--- config.mk ---
export PLATFORM = sky130hd
export DESIGN_NAME = instr_register
export DESIGN_NICKNAME = d
export VERILOG_FILES = /design/src/rtl/instr_register_pkg.sv /design/src/rtl/instr_register.sv
export SDC_FILE = /design/constraint.sdc
export NUM_CORES = 1
export LEC_CHECK = 0
export ABC_CLOCK_PERIOD_IN_PS = 2900
export CAP_MARGIN = 20
export CORE_MARGIN = 4
export CORE_UTILIZATION = 45
export CTS_BUF_LIST = sky130_fd_sc_hd__clkbuf_4 sky130_fd_sc_hd__clkbuf_8 sky130_fd_sc_hd__clkbuf_16
export CTS_CLUSTER_SIZE = 8
export DETAILED_ROUTE_END_ITERATION = 8
export DONT_BUFFER_PORTS = 1
export PLACE_DENSITY = 0.71
export SETUP_SLACK_MARGIN = 0.1
export SYNTH_ARGS = -nofsm -noshare
export SYNTH_HDL_FRONTEND = slang
export SYNTH_SLANG_ARGS = --single-unit
--- constraint.sdc ---
create_clock -name clk -period 2.9 [get_ports clk]
set_clock_uncertainty 0.2 [all_clocks]
set_input_delay 0.58 -clock clk [delete_from_list [all_inputs] [get_ports clk]]
set_output_delay 0.58 -clock clk [all_outputs]
set_load 0.05 [all_outputs]
--- src/rtl/instr_register_pkg.sv ---
// Shared CPU definitions: bus/field widths, opcode encodings and the
// instruction-register FSM state encoding.
package instr_register_pkg;

  // Default widths: one instruction is two data-bus beats.
  localparam int DATA_W_DEF = 8;
  localparam int OPC_W_DEF  = 3;
  localparam int ADDR_W_DEF = 13;

  // Opcode encodings as seen by the controller (no decoding in the IR).
  typedef enum logic [2:0] {
    OP_HLT = 3'd0,
    OP_SKZ = 3'd1,
    OP_ADD = 3'd2,
    OP_AND = 3'd3,
    OP_XOR = 3'd4,
    OP_LDA = 3'd5,
    OP_STO = 3'd6,
    OP_JMP = 3'd7
  } opcode_e;

  // Instruction-register fetch FSM states.
  typedef enum logic {
    IDLE = 1'b0,
    HI   = 1'b1
  } ir_state_e;

endpackage : instr_register_pkg

--- src/rtl/instr_register.sv ---
// Instruction register: assembles a 16-bit instruction from two bus beats
// (high byte first) while load_ir is high, splits it into opcode and
// operand address, and reports fetch progress and aborted fetches.
module instr_register
  import instr_register_pkg::*;
#(
  parameter int DATA_W = DATA_W_DEF,
  parameter int OPC_W  = OPC_W_DEF,
  parameter int ADDR_W = ADDR_W_DEF
) (
  input  logic              clk,
  input  logic              rst,
  input  logic              load_ir,
  input  logic              halt,
  input  logic [DATA_W-1:0] data,
  output logic [OPC_W-1:0]  opcode,
  output logic [ADDR_W-1:0] ir_addr,
  output logic              ir_valid,
  output logic              fetch_busy,
  output logic              fetch_err
);

  // A beat is only accepted when the controller is not halted.
  logic step_s;
  assign step_s = load_ir & ~halt;

  ir_state_e         state_r;
  ir_state_e         state_s;
  logic [DATA_W-1:0] hi_hold_r;
  logic [DATA_W-1:0] hi_hold_s;
  logic [OPC_W-1:0]  opcode_r;
  logic [OPC_W-1:0]  opcode_s;
  logic [ADDR_W-1:0] ir_addr_r;
  logic [ADDR_W-1:0] ir_addr_s;
  logic              ir_valid_r;
  logic              ir_valid_s;
  logic              fetch_busy_r;
  logic              fetch_busy_s;
  logic              fetch_err_r;
  logic              fetch_err_s;

  // State, holding and output registers; a reset mid-fetch drops the held byte.
  always_ff @(posedge clk or negedge rst) begin
    if (!rst) begin
      state_r      <= IDLE;
      hi_hold_r    <= {DATA_W{1'b0}};
      opcode_r     <= {OPC_W{1'b0}};
      ir_addr_r    <= {ADDR_W{1'b0}};
      ir_valid_r   <= 1'b0;
      fetch_busy_r <= 1'b0;
      fetch_err_r  <= 1'b0;
    end else begin
      state_r      <= state_s;
      hi_hold_r    <= hi_hold_s;
      opcode_r     <= opcode_s;
      ir_addr_r    <= ir_addr_s;
      ir_valid_r   <= ir_valid_s;
      fetch_busy_r <= fetch_busy_s;
      fetch_err_r  <= fetch_err_s;
    end
  end

  // Next-state logic: halt freezes the FSM; otherwise every cycle in HI leaves HI.
  always_comb begin
    state_s = state_r;
    if (halt) begin
      state_s = state_r;
    end else begin
      case (state_r)
        IDLE:    state_s = load_ir ? HI : IDLE;
        HI:      state_s = IDLE;
        default: state_s = IDLE;
      endcase
    end
  end

  // Next values of the data/status registers for each FSM transition.
  always_comb begin
    hi_hold_s    = hi_hold_r;
    opcode_s     = opcode_r;
    ir_addr_s    = ir_addr_r;
    ir_valid_s   = ir_valid_r;
    fetch_busy_s = fetch_busy_r;
    // The error flag is a single-cycle pulse, cleared on every edge.
    fetch_err_s  = 1'b0;
    if (halt) begin
      fetch_err_s = 1'b0;
    end else begin
      case (state_r)
        IDLE: begin
          if (step_s) begin
            // Starting a new fetch supersedes the previous instruction.
            hi_hold_s    = data;
            ir_valid_s   = 1'b0;
            fetch_busy_s = 1'b1;
          end else begin
            fetch_busy_s = fetch_busy_r;
          end
        end
        HI: begin
          if (step_s) begin
            // Both fields change on the same edge so the controller never
            // sees a mixed old/new instruction.
            {opcode_s, ir_addr_s} = {hi_hold_r, data};
            ir_valid_s   = 1'b1;
            fetch_busy_s = 1'b0;
          end else begin
            // Controller dropped load_ir between beats: abort, keep old fields.
            fetch_busy_s = 1'b0;
            fetch_err_s  = 1'b1;
          end
        end
        default: begin
          fetch_busy_s = 1'b0;
          ir_valid_s   = 1'b0;
        end
      endcase
    end
  end

  assign opcode     = opcode_r;
  assign ir_addr    = ir_addr_r;
  assign ir_valid   = ir_valid_r;
  assign fetch_busy = fetch_busy_r;
  assign fetch_err  = fetch_err_r;

endmodule : instr_register

### Yosys cells after proc, flatten, opt, wreduce, memory -nomap -nowiden

Index checks and enable logic that the tools add are counted.

| word-level totals | value |
|---|---|
| logic and storage cells | 25 |
| output and inout bits | 19 |
| memories kept | 0 |
| register bits after elaboration | 28 |
| ROM bits | 0 |
| bits in latches | 0 |
| input bits | 12 |
| memory bits (writable) | 0 |

| operators by class | value |
|---|---|
| reductions and logical operators | 4 |
| shifts and indexed selects | 0 |
| add/sub/neg operators | 0 |
| mux-type cells | 9 |
| order comparisons | 0 |
| divide/modulo/power cells | 0 |
| $mul | 0 |
| bitwise operators | 3 |
| equal/unequal tests | 2 |

Operators with widths:

| operator | count |
|---|---|
| AND reduction 3 bit | 3 |
| two-way mux 1 bit | 6 |
| one-hot mux 1 bit (2 select lines) | 3 |
| inequality test 2 bit (second input constant) | 2 |
| inverter 1 bit | 2 |
| AND reduction 2 bit | 1 |
| bitwise AND 1 bit | 1 |

### Longest topological paths before layout

Gate-level depths: netlist (run 1).

| depth | value |
|---|---|
| word-level depth | 5 |
| mapped depth | 3 |

### Worst setup path before layout (run 1)

No wires, ideal clock.

| timing path | value |
|---|---|
| kind | input to register |
| start | input load_ir |
| end | register hi_hold_r[0] |
| data required time | 2.575 ns |
| setup slack | 1.292 ns |
| arrival | 1.283 ns |
| setup time | 0.125 ns |
| stages | 2 |
| path buffers | 0 |
| path through | nor3b_4 mux2_2 |

| between the ends | value |
|---|---|
| cells in the longest elaborated chain, start to end | 2 |

Ends and longest elaborated chain:

| item | line | source |
|---|---|---|
| start: declaration | instr_register.sv:13 | `input logic load_ir,` |
| bitwise AND 1 bit | instr_register.sv:25 | `assign step_s = load_ir & ~halt;` |
| AND reduction 3 bit (no line) | - |  |
| end signal: assignment | instr_register.sv:46 | `hi_hold_r <= {DATA_W{1'b0}};` |
| end signal: assignment | instr_register.sv:54 | `hi_hold_r <= hi_hold_s;` |
| end: declaration | instr_register.sv:29 | `logic [DATA_W-1:0] hi_hold_r;` |

No other way between the ends.
A chain may end at the register's enable or synchronous reset.

### Final worst setup path (run 1)

| timing path | value |
|---|---|
| start | register fetch_busy_r (netlist: fetch_busy) |
| end | output fetch_busy |

RTL lines:

| item | line | source |
|---|---|---|
| start: declaration | instr_register.sv:37 | `logic fetch_busy_r;` |
| start signal: assignment | instr_register.sv:58 | `fetch_busy_r <= fetch_busy_s;` |
| end: declaration | instr_register.sv:19 | `output logic fetch_busy,` |

No word-level cell between the ends.

==> flow_summary_export.csv, run 1 <==
group,metric,value,unit
layout,design_area,1140,um^2
worst_setup_path,cp-start-kind,"register",
timing,slew_headroom,0.681,
routing,drt-wirelength-per-cell,16.4,um
global_routing,grt_pass1_wl,2720,um
synth,yosys.area.top_type_share,0.654,
clock_tree,h-tree-depth,1,
synth,ys_seq_area_frac,0.654,
worst_setup_path,crit_type,"register to output port",
pwr,max-vdd-ir-drop,569,uV
min_path,min_from,"load_ir",
pwr,seqPwrFrac,0.762,
layout,layout.cells.non_filler,94,
synth,synth_cell_types,11,
floorplan,num_io_pins,31,
placement,dp_cells,89,
synth,synth_common_cells,"28 x dfrtp_1, 24 x mux2_2, 2 x inv_1",
floorplan,die_y,56.8,um
timing,timing.hold.ws,0.117,ns
worst_setup_path,worstPathMaxFanout,2,
synth,synth_enable_flop_cells,0,
timing,fin_crit_sh,0.603,
floorplan,start_util,0.480,
timing,fin_tns_setup,0,ns
pwr,powerDensity,1020,nW/um^2
worst_setup_path,reg2reg_from,"state_r$_DFFE_PN0N_",
timing,fin_crit,1.75,ns
pwr,finalPower,1.17,mW
pwr,swShare,0.452,
floorplan,die_w,56.8,um
clock_tree,ctsRootBufferMaster,"clkbuf_4",
synth,yosysTopAreaCell,"dfrtp_1",
synth,syn_nets,74,
floorplan,placementRows,17,
worst_setup_path,r2r_cells,2,
worst_setup_path,r2r_setup_slack,1.28,ns
global_routing,grt_start_max_net_pins,29,
timing,report.final.slew_viol_count,0,
synth,synthArstFlopShare,1.00,
placement,routabilityCongestion,0.668,
synth,netlist_top_cells_area,"dfrtp_1 65%, mux2_2 25%, nand3b_4 1.9%",
layout,fill_cells,213,
floorplan,core-area,2230,um^2
clock_tree,clk_pin_slew,0.12,ns
timing,rsz0062_at_grt,"false",
routing,drtIter0Drc,6,
synth,ys_ff_latch,28,
routing,vias,506,
pwr,combPwrFrac,0.115,
layout,nNetsFinal,80,
pwr,p_int,641,uW
timing,tightest_slew,0.479,ns
routing,drc_errors,0,
global_routing,first_global_vias,586,
layout,drive_gt1_frac,0.485,
floorplan,die_area,3220,um^2
clock_tree,clk_path_buf_depth,2,
pwr,p_leak,0.518,nW
clock_tree,clk_latency,0.30,ns
routing,dr.pass1.iters,2,
placement,postPlaceCellArea,1090,um^2
worst_setup_path,cp.required,2.12,ns
clock_tree,cts-buffers-inserted,3,
clock_tree,cts_resized,0,
layout,regArea,701,um^2
min_path,min_path_type,"input port to register",
timing,setup_viol,0,
synth,dominantRegCellSynth,"dfrtp_1",
synth,yosysWarningCount,0,
job,max_cap_viol_count,0,
timing,fmax,572,MHz
clock_tree,cts_tree,"built",
clock_tree,clkSinkCount,28,
global_routing,overflow,0,
synth,yosysMostFrequentCell,"dfrtp_1",
placement,io_buffers,0,
worst_setup_path,crit_arrival,0.97,ns
pwr,power_switching,529,uW
synth,syn_inst,62,
routing,postRouteAntennaNets,0,
routing,wl,1540,um
timing,hold_viol,0,
routing,viasPerCell,5.38,
layout,synthToLayoutAreaGrowth,6.89,%
min_path,min_to,"fetch_err$_DFF_PN0_",
worst_setup_path,cp-end-kind,"output port",
global_routing,grt_usage,0.108,
pwr,clkPwrFrac,0.123,
layout,multi_input_area,349,um^2
global_routing,antenna_found_initial,0,
synth,synth_area,1070,um^2
worst_setup_path,worstReg2RegEnd,"hi_hold_r[5]$_DFFE_PN0P_",
min_path,worstHoldPathCells,1,
layout,diodes,0,
run_status,status,"complete, no violations",
synth,syn_area_per_cell,17.3,um^2
## routing by layer
metal | wire, um | GRT usage | share of wire | up-vias
li1 | - | - | - | 226
met1 | 579 | 0.118 | 0.38 | 258
met2 | 788 | 0.183 | 0.51 | 22
met3 | 170 | 0.0644 | 0.11 | 0
met4 | 0 | 0.0199 | 0 | 0
met5 | 0 | 0 | 0 | -
## final cells by class
class | instances | share of cell area
tap | 28 | 0.0306
multi-input combinational | 31 | 0.305
clock buffer | 3 | 0.0197
sequential | 28 | 0.612
inverter | 2 | 0.00656
timing repair buffer | 2 | 0.0262
## worst max-delay path by stage
| stage | startpoint | end | depth (start not counted) |
|---|---|---|---|
| floorplan | load_ir | hi_hold_r[0]$_DFFE_PN0P_ | 2 |
| global placement | halt | hi_hold_r[0]$_DFFE_PN0P_ | 2 |
| detailed placement | halt | hi_hold_r[5]$_DFFE_PN0P_ | 2 |
| CTS | ir_addr[8]$_DFFE_PN0P_ | ir_addr[8] | 0 |
| global route | fetch_busy$_DFFE_PN0P_ | fetch_busy | 0 |
| finish | fetch_busy$_DFFE_PN0P_ | fetch_busy | 0 |
## power groups by stage
| stage | sequential [mW] | combinational [mW] | clock, mW |
|---|---|---|---|
| 3_3_place_gp | 0.902 | 0.120 | 0 |
| 5_1_grt | 0.907 | 0.152 | 0.170 |
| 4_1_cts | 0.896 | 0.138 | 0.155 |
| 6_report | 0.891 | 0.135 | 0.143 |
| 3_5_place_dp | 0.906 | 0.126 | 0 |
| 2_1_floorplan | 0.880 | 0.115 | 0 |
## sequential cells by signal (all words and copies together), names as in the netlist
name	cells
ir_addr	13
opcode	3
fetch_busy	1
ir_valid	1
fetch_err	1
hi_hold_r	8
state_r	1
## repair_timing
item,4_1_cts,5_1_grt
hold buffers,2,0
setup buffers,0,0
hold endpoints to repair,28,0
## per-stage QoR
stage,worst slack (ns),util
2_1_floorplan,1.29,-
3_3_place_gp,1.18,0.489
3_5_place_dp,1.16,0.489
4_1_cts,1.13,0.513
5_1_grt,1.09,0.513
6_report,1.15,0.513
## kinds of logic (layout without fill, tap and decap cells)
group | after synthesis | in the layout | share of synthesized area
AOI/OAI and AO/OA | 3 | 3 | 0.0257
buffers and inverters | 3 | 7 | 0.0199
DFF | 28 | 28 | 0.654
and+or+nand+nor | 4 | 4 | 0.0479
muxes | 24 | 24 | 0.252
## layout by cell type, fill, tap and decap left out
master         count
mux2_2            24
a2bb2oi_1          1
or2b_1             1
a21bo_2            1
dfrtp_1           28
a21o_2             1
clkbuf_4           3
inv_1              2
nor3_1             1
nand3b_4           1
nor3b_4            1
dlygate4sd3_1      1
buf_12             1
Power figures use the tool's default switching activity.
==> run 2, diff against run 1 <==
ABC_CLOCK_PERIOD_IN_PS = 1500   (was 2900)
PLACE_DENSITY = 0.73   (was 0.71)
clock period = 1.5 ns   (was 2.9 ns; I/O delays follow)
==> run 2 against run 1 <==
Compared with the run above:
- critical path type is now register to register
- die area unchanged
- combinational power rose to 4.4 times the previous value
- critical path depth up 3
- largest power group unchanged
- via count up 12%
- sequential cell count unchanged
- first-iteration DRC count down 83%
==> flow_summary_export.csv, run 2 (synthesized netlist as in run 1, its figures left out) <==
group,metric,value,unit
placement,dp_hpwl,1190,um
pwr,p_leak,0.636,nW
layout,utilization,0.615,
job,max_cap_viol_count,0,
worst_setup_path,crit_type,"register to register",
worst_setup_path,cp-end-kind,"register",
floorplan,die_y,56.8,um
layout,drive_gt1_frac,0.671,
layout,synthToLayoutAreaGrowth,28.3,%
pwr,max-vdd-ir-drop,1100,uV
timing,report.final.slew_viol_count,0,
routing,wl_met2,881,um
routing,viasPerCell,5.15,
routing,wl,1880,um
timing,fin_crit,1.47,ns
placement,routabilityCongestion,0.676,
global_routing,grt_start_max_net_pins,29,
pwr,finalPower,2.59,mW
layout,layout_common_cells,"17 x dfrtp_2, 12 x mux2_2, 12 x mux2_4",
worst_setup_path,r2r_cells,3,
layout,largest_register_ffs,13,
clock_tree,clk_pin_slew,0.14,ns
timing,rsz0062_at_grt,"true",
floorplan,die_w,56.8,um
layout,layout.cells.non_filler,110,
global_routing,overflow,0,
floorplan,placementRows,17,
timing,setup_viol,0,
pwr,powerDensity,1890,nW/um^2
timing,tightest_slew,0.319,ns
clock_tree,h-tree-depth,1,
routing,dr.pass1.iters,2,
routing,met1Wirelength,838,um
worst_setup_path,worstPathMaxFanout,6,
routing,drtIter0Drc,1,
clock_tree,clk_latency,0.32,ns
layout,layout_commonest_cell,"dfrtp_2",
min_path,worstHoldPathCells,3,
timing,fin_crit_sh,0.982,
floorplan,num_io_pins,31,
clock_tree,clk_path_buf_depth,2,
layout,diodes,0,
clock_tree,clkSinkCount,28,
routing,drc_errors,0,
timing,hold_viol,0,
worst_setup_path,cp.required,1.53,ns
timing,fmax,679,MHz
worst_setup_path,cp-start-kind,"register",
global_routing,grt_pass1_wl,2940,um
clock_tree,cts-buffers-inserted,3,
routing,vias,567,
floorplan,core-area,2230,um^2
global_routing,antenna_found_initial,0,
global_routing,grt_usage,0.119,
clock_tree,cts_tree,"built",
routing,postRouteAntennaNets,0,
clock_tree,ctsRootBufferMaster,"clkbuf_4",
routing,met3WireLength,135,um
layout,nNetsFinal,95,
global_routing,first_global_vias,607,
timing,slew_headroom,0.788,
placement,pre_cts_ws,0.0409,ns
timing,finalWorstSetupSlack,0.0274,ns
floorplan,die_area,3220,um^2
worst_setup_path,crit_arrival,1.50,ns
routing,drt-wirelength-per-cell,17.1,um
min_path,min_path_type,"input port to register",
placement,io_buffers,0,
routing,highest_layer,"met4",
run_status,status,"complete, no violations",
floorplan,start_util,0.480,
placement,dp_cells,94,
## run 2: changes by cell type in the layout (fill, tap and decap cells not counted), sizes merged
cell,change
dlygate4sd3,+10
buf,+5
clkbuf,+1
## run 2: path summary, 6_finish.rpt
path	from	to	slack, ns
max reg2reg	state_r$_DFFE_PN0N_	hi_hold_r[5]$_DFFE_PN0P_	0.03
max in group asynchronous	rst	ir_addr[4]$_DFFE_PN0P_	0.74
min	halt	state_r$_DFFE_PN0N_	0.14
min in group asynchronous	rst	ir_valid$_DFFE_PN0P_	0.19
max	state_r$_DFFE_PN0N_	hi_hold_r[5]$_DFFE_PN0P_	0.03
min reg2reg	hi_hold_r[1]$_DFFE_PN0P_	hi_hold_r[1]$_DFFE_PN0P_	0.33
## run 2: final cells by class
cell class | count | area [um^2]
inverter | 2 | 7.51
tap | 28 | 35.0
timing repair buffer | 17 | 179
multi-input combinational | 31 | 394
sequential | 28 | 722
fill | 180 | 860
clock buffer | 4 | 36.3
## run 2: report_power, final
group	internal, mW	switching (mW)	total, mW
Clock	0.148	0.217	0.365
Combinational	0.343	0.245	0.588
Sequential	0.998	0.641	1.64
## run 2: what timing repair did
| action | in CTS | in global routing |
|---|---|---|
| endpoints found under the setup margin | 27 | 43 |
| hold buffers | 11 | 1 |
| hold endpoints to repair | 48 | 2 |
| resized for setup | 18 | 13 |
| pin swaps | 0 | 1 |
| setup buffers | 0 | 0 |
## run 2: through the flow
stage | hold slack (ns) | instance area [um^2] | TNS (ns)
4_1_cts | -0.0942 | 1320 | 0
5_1_grt | 0.119 | 1370 | -0.184
6_report | 0.142 | 1370 | 0
3_3_place_gp | -0.195 | 1130 | 0
3_5_place_dp | -0.195 | 1130 | 0
2_1_floorplan | -0.196 | 1070 | 0
## run 2: metal layers
metal | global-route usage | vias up
li1 | - | 256
met3 | 0.0299 | 4
met2 | 0.180 | 24
met5 | 0 | -
met4 | 0.0596 | 0
met1 | 0.159 | 283
## run 2: critical path, cell delays in order (launching register included)
cell	delay (ns)
dfrtp_2	0.48
nor3b_4	0.19
buf_4	0.17
mux2_2	0.33
